`src/rtl/sum_to_minifloat.sv`:
```
// rtl/sum_to_minifloat.sv - packs a signed fixed-point sum into {sign, exp[3:0], mant[2:0]} minifloat
// Leading-one search shifts one bit per cycle; mantissa bits below the top three are truncated.
module sum_to_minifloat #(
  parameter int IN_W = 17
) (
  input  logic            clk,
  input  logic            rst_n,
  input  logic            in_valid,
  output logic            in_ready,
  input  logic [IN_W-1:0] in_sum,
  output logic            out_valid,
  input  logic            out_ready,
  output logic [7:0]      out_float,
  output logic            out_ovf
);

  typedef enum logic [1:0] {IDLE, NORM, DONE} state_t;

  state_t          state;
  logic            sign;
  logic [IN_W-1:0] mag;
  logic [4:0]      cnt;
  logic [IN_W-1:0] abs_sum;
  logic [5:0]      e;

  // Unsigned IN_W-bit result, so the most negative input maps to 2^(IN_W-1) without wrapping.
  assign abs_sum  = in_sum[IN_W-1] ? ((~in_sum) + {{(IN_W-1){1'b0}}, 1'b1}) : in_sum;
  // e = p + 1 = IN_W - cnt, kept at 6 bits so the overflow compare never wraps.
  assign e        = 6'(IN_W) - {1'b0, cnt};
  assign in_ready = (state == IDLE) && rst_n;

  always_ff @(posedge clk or negedge rst_n) begin
    if (!rst_n) begin
      state     <= IDLE;
      sign      <= 1'b0;
      mag       <= '0;
      cnt       <= '0;
      out_valid <= 1'b0;
      out_float <= 8'h00;
      out_ovf   <= 1'b0;
    end else begin
      case (state)
        IDLE: begin
          if (in_valid) begin
            sign  <= in_sum[IN_W-1];
            mag   <= abs_sum;
            cnt   <= '0;
            state <= NORM;
          end
        end
        NORM: begin
          if (mag == '0) begin
            out_float <= 8'h00;
            out_ovf   <= 1'b0;
            out_valid <= 1'b1;
            state     <= DONE;
          end else if (mag[IN_W-1]) begin
            if (e > 6'd15) begin
              out_float <= {sign, 7'h7F};
              out_ovf   <= 1'b1;
            end else begin
              out_float <= {sign, e[3:0], mag[IN_W-2 -: 3]};
              out_ovf   <= 1'b0;
            end
            out_valid <= 1'b1;
            state     <= DONE;
          end else begin
            mag <= mag << 1;
            cnt <= cnt + 5'd1;
          end
        end
        DONE: begin
          if (out_ready) begin
            out_valid <= 1'b0;
            state     <= IDLE;
          end
        end
        default: state <= IDLE;
      endcase
    end
  end

endmodule

```
`config.mk`:
```
export PLATFORM = sky130hd
export DESIGN_NAME = sum_to_minifloat
export DESIGN_NICKNAME = d
export VERILOG_FILES = /design/src/rtl/sum_to_minifloat.sv
export SDC_FILE = /design/constraint.sdc
export NUM_CORES = 1
export LEC_CHECK = 0
export ABC_AREA = 1
export CORE_UTILIZATION = 40
export DETAILED_ROUTE_END_ITERATION = 8
export HOLD_SLACK_MARGIN = 0.08
export PLACE_DENSITY = 0.66
export SKIP_CTS_REPAIR_TIMING = 1
export SYNTH_ARGS = -nofsm -noshare
export SYNTH_HDL_FRONTEND = slang
export SYNTH_SLANG_ARGS = --single-unit
```
`constraint.sdc`:
```
create_clock -name clk -period 1.4 [get_ports clk]
set_input_delay 0.35 -clock clk [delete_from_list [all_inputs] [get_ports clk]]
set_output_delay 0.35 -clock clk [all_outputs]
set_load 0.03 [all_outputs]
```
==> impl_metrics.env <==
export IMPL_post_dp_cell_area_mm2=0.00296
export IMPL_postSynthRegisterBits=35
export IMPL_placed_cells=460
export IMPL_placement_rows=26
export IMPL_yosys_warnings=0
export IMPL_slew_headroom=0.701
export IMPL_clock_root_buffer="sky130_fd_sc_hd__clkbuf_8"
export IMPL_comb_power_share=0.636
export IMPL_largest_fanout_on_the_critical_path=7
export IMPL_worst_slack_ns=-0.123
export IMPL_multiInputGateArea_mm2=0.00144
export IMPL_power_share_switching=0.448
export IMPL_critPathArrivalTime_ns=1.71
export IMPL_avgViaCountPerCell=4.98
export IMPL_seq_area_frac_synth=0.398
export IMPL_die_area_mm2=0.00580
export IMPL_hold_viol_final=0
export IMPL_layout_cells_excl_fill=474
export IMPL_post_synth_num_cell_types=32
export IMPL_ir_drop_mv=1.00
export IMPL_final_layout_size_suffix_gt1_frac=0.369
export IMPL_clkPwrFrac=0.106
export IMPL_worst_skew_pair_late_latency_ns=0.29
export IMPL_mostFrequentLayoutCells="81 x sky130_fd_sc_hd__nand2_1, 51 x sky130_fd_sc_hd__buf_4, 34 x sky130_fd_sc_hd__dfrtp_1"
export IMPL_layout_cells_most_common="sky130_fd_sc_hd__nand2_1"
export IMPL_syn2layout_area_growth_pct=59.5
export IMPL_n_antenna_cell=0
export IMPL_cts_htree_levels=2
export IMPL_cts_buffers_inserted=5
export IMPL_layout_core_utilization=0.674
export IMPL_min_period_ns=1.52
export IMPL_p_int_uw=3960
export IMPL_tritoncts_clock_tree="yes"
export IMPL_timing_setup_critical_path_class="reg2reg"
export IMPL_fill_cells=441
export IMPL_vias_in_the_first_global_route=2056
export IMPL_clock_sinks=35
export IMPL_synth_cells=313
export IMPL_grt_first_pass_wirelength_um=9200
export IMPL_clock_fmax_ghz=0.657
export IMPL_critPathRequiredTime_ns=1.59
export IMPL_grt_overflow=0
export IMPL_setup_viol=20
export IMPL_port_buffers=31
export IMPL_postSynthAreaPerCell_um2=7.03
export IMPL_final_max_slew_viol_count=0
export IMPL_p_seq_frac=0.258
export IMPL_worst_setup_path_end_kind="flip-flop"
export IMPL_period_share=1.09
export IMPL_switching_power_uw=3210
export IMPL_cts_max_path_buffers=2
export IMPL_cts_clk_slew_worst_paths_ns=0.07
export IMPL_drt_drc_violations_left=0
export IMPL_fp_dieH_um=76.2
export IMPL_pin_count_of_the_biggest_net_entering_global_routing=36
export IMPL_gr_usage_all_layers=0.197
export IMPL_via_count=2360
export IMPL_placeable_core_area_mm2=0.00520
export IMPL_worst_slew_pin_transition_ns=0.448
export IMPL_starting_density=0.423
export IMPL_initialDrtViolationCount=135
export IMPL_postRouteAntennaNets=0
export IMPL_place_gp_congestion=0.801
export IMPL_cap_viol_max_count=0
export IMPL_rsz0062_at_grt="true"
export IMPL_syn_nets=339
export IMPL_layout_cell_area_non_filler_mm2=0.00351
export IMPL_hpwl_um=4020
export IMPL_nets=430
export IMPL_hold_slack_ns=0.480
export IMPL_wl_um=6400
export IMPL_sequential_cell_area_um2=877
export IMPL_category_of_the_worst_setup_path_launch_point="flip-flop"
export IMPL_violations="setup timing"
export IMPL_synth_area_mm2=0.00220
export IMPL_post_drt_wl_per_cell_um=13.5
export IMPL_hold_path_class="reg2reg"
export IMPL_p_leak_uw=0.00179
export IMPL_first_pass_detailed_route_iteration_total=4
export IMPL_floorplan_io_pins=32
export IMPL_status="finished with violations"
export IMPL_pre_cts_slack_ns=-0.460
export IMPL_finClkSkew_ns=0.00491
export IMPL_antenna_violations_before_repair=0
export IMPL_fp_dieW_um=76.2
export IMPL_power_density_cell_area_mw_per_mm2=2040
-- power by group through the flow --
| stage | registers (µW) | clock network (µW) | logic [µW] |
|---|---|---|---|
| finish | 1850 | 762 | 4560 |
| global route | 1910 | 820 | 4910 |
| CTS | 1800 | 762 | 3480 |
| detailed placement | 1810 | 0 | 3460 |
| global placement | 1800 | 0 | 3430 |
| floorplan | 2110 | 0 | 1750 |
-- synth_stat cells --
| master | n | share of area |
|---|---|---|
| sky130_fd_sc_hd__nor3_1 | 2 | 0.0046 |
| sky130_fd_sc_hd__nand2_2 | 1 | 0.0028 |
| sky130_fd_sc_hd__xnor2_1 | 1 | 0.0040 |
| sky130_fd_sc_hd__buf_1 | 1 | 0.0017 |
| sky130_fd_sc_hd__ha_1 | 5 | 0.028 |
| sky130_fd_sc_hd__nor2_4 | 2 | 0.010 |
| sky130_fd_sc_hd__nand3b_1 | 1 | 0.0034 |
| sky130_fd_sc_hd__inv_1 | 28 | 0.048 |
| sky130_fd_sc_hd__a31oi_1 | 1 | 0.0028 |
| sky130_fd_sc_hd__o22ai_1 | 2 | 0.0057 |
| sky130_fd_sc_hd__a21boi_0 | 3 | 0.010 |
| sky130_fd_sc_hd__nor2_2 | 2 | 0.0057 |
| sky130_fd_sc_hd__a21oi_2 | 1 | 0.0040 |
| sky130_fd_sc_hd__buf_4 | 3 | 0.010 |
| sky130_fd_sc_hd__a21oi_1 | 13 | 0.030 |
| sky130_fd_sc_hd__buf_6 | 1 | 0.0051 |
| sky130_fd_sc_hd__nand2_4 | 2 | 0.010 |
| sky130_fd_sc_hd__o21ai_0 | 11 | 0.025 |
| sky130_fd_sc_hd__dfrtp_1 | 35 | 0.40 |
| sky130_fd_sc_hd__o21bai_1 | 2 | 0.0068 |
| sky130_fd_sc_hd__nand4_1 | 3 | 0.0085 |
| sky130_fd_sc_hd__nand3_1 | 35 | 0.080 |
| sky130_fd_sc_hd__o211ai_1 | 3 | 0.010 |
| sky130_fd_sc_hd__o31ai_1 | 1 | 0.0034 |
| sky130_fd_sc_hd__o221ai_1 | 1 | 0.0040 |
| sky130_fd_sc_hd__buf_2 | 5 | 0.011 |
| sky130_fd_sc_hd__inv_2 | 2 | 0.0034 |
| sky130_fd_sc_hd__o21ai_1 | 3 | 0.0068 |
| sky130_fd_sc_hd__nand3_2 | 1 | 0.0046 |
| sky130_fd_sc_hd__xor2_1 | 4 | 0.016 |
| sky130_fd_sc_hd__nor2_1 | 44 | 0.075 |
| sky130_fd_sc_hd__nand2_1 | 94 | 0.16 |
-- sequential cells by signal, indices dropped and copies added (netlist names) --
name	count
out_ovf	1
cnt	5
out_valid	1
sign	1
out_float	8
state	2
mag	17
-- cell families (layout without fill, tap and decap cells) --
logic type,Yosys count,in the layout,synth area share
XOR/XNOR,5,5,0.0199
AND/OR/NAND/NOR,187,187,0.365
AO/OA/AOI/OAI,41,41,0.109
adder cells (fa/ha/maj),5,5,0.0284
buffers and inverters,40,131,0.0796
flip-flops,35,35,0.398
-- final cells by class --
type / count / share of cell area
repair buffers: 94 / 0.257
inverters: 30 / 0.0328
multi-input cells: 238 / 0.410
clock inverters: 1 / 0.00143
clock buffers: 6 / 0.0235
well taps: 70 / 0.0250
flip-flops and latches: 35 / 0.250
-- critical path: stages, from the launching register on --
cell and delay (ns):
sky130_fd_sc_hd__dfrtp_1 0.40, sky130_fd_sc_hd__nor2_1 0.12, sky130_fd_sc_hd__nand2_1 0.08, sky130_fd_sc_hd__nor2_2 0.16
sky130_fd_sc_hd__nand2_2 0.11, sky130_fd_sc_hd__nand2_4 0.14, sky130_fd_sc_hd__nand2_8 0.09, sky130_fd_sc_hd__buf_6 0.14
sky130_fd_sc_hd__a21oi_4 0.14, sky130_fd_sc_hd__nor2_2 0.04
-- metrics by stage --
step                setup TNS (ns)  total power (µW)
floorplan                        0              3860
global placement             -6.61              5230
detailed placement           -6.94              5280
CTS                          -4.26              6040
global route                 -2.76              7650
finish                       -1.14              7170
-- metal layers --
| layer | global-route usage | part of all wire | vias to the layer above |
|---|---|---|---|
| met5 | 0 | 0 | - |
| met3 | 0.0455 | 0.042 | 9 |
| li1 | - | - | 1187 |
| met2 | 0.330 | 0.51 | 63 |
| met1 | 0.251 | 0.43 | 1101 |
| met4 | 0.0635 | 0.014 | 0 |
-- worst paths after layout --
check                           depth (start not counted)        to     from  slack (ns)
worst min register to register                          2   out_ovf  out_ovf        0.48
worst max register to register                          9    cnt[2]  mag[14]       -0.12
max in group asynchronous                               2    cnt[1]    rst_n        0.56
worst max-delay path                                    9    cnt[2]  mag[14]       -0.12
min in group asynchronous                               2  state[0]    rst_n        0.50
worst min-delay path                                    2   out_ovf  out_ovf        0.48
Note: power is estimated with default switching activity, not from simulation.
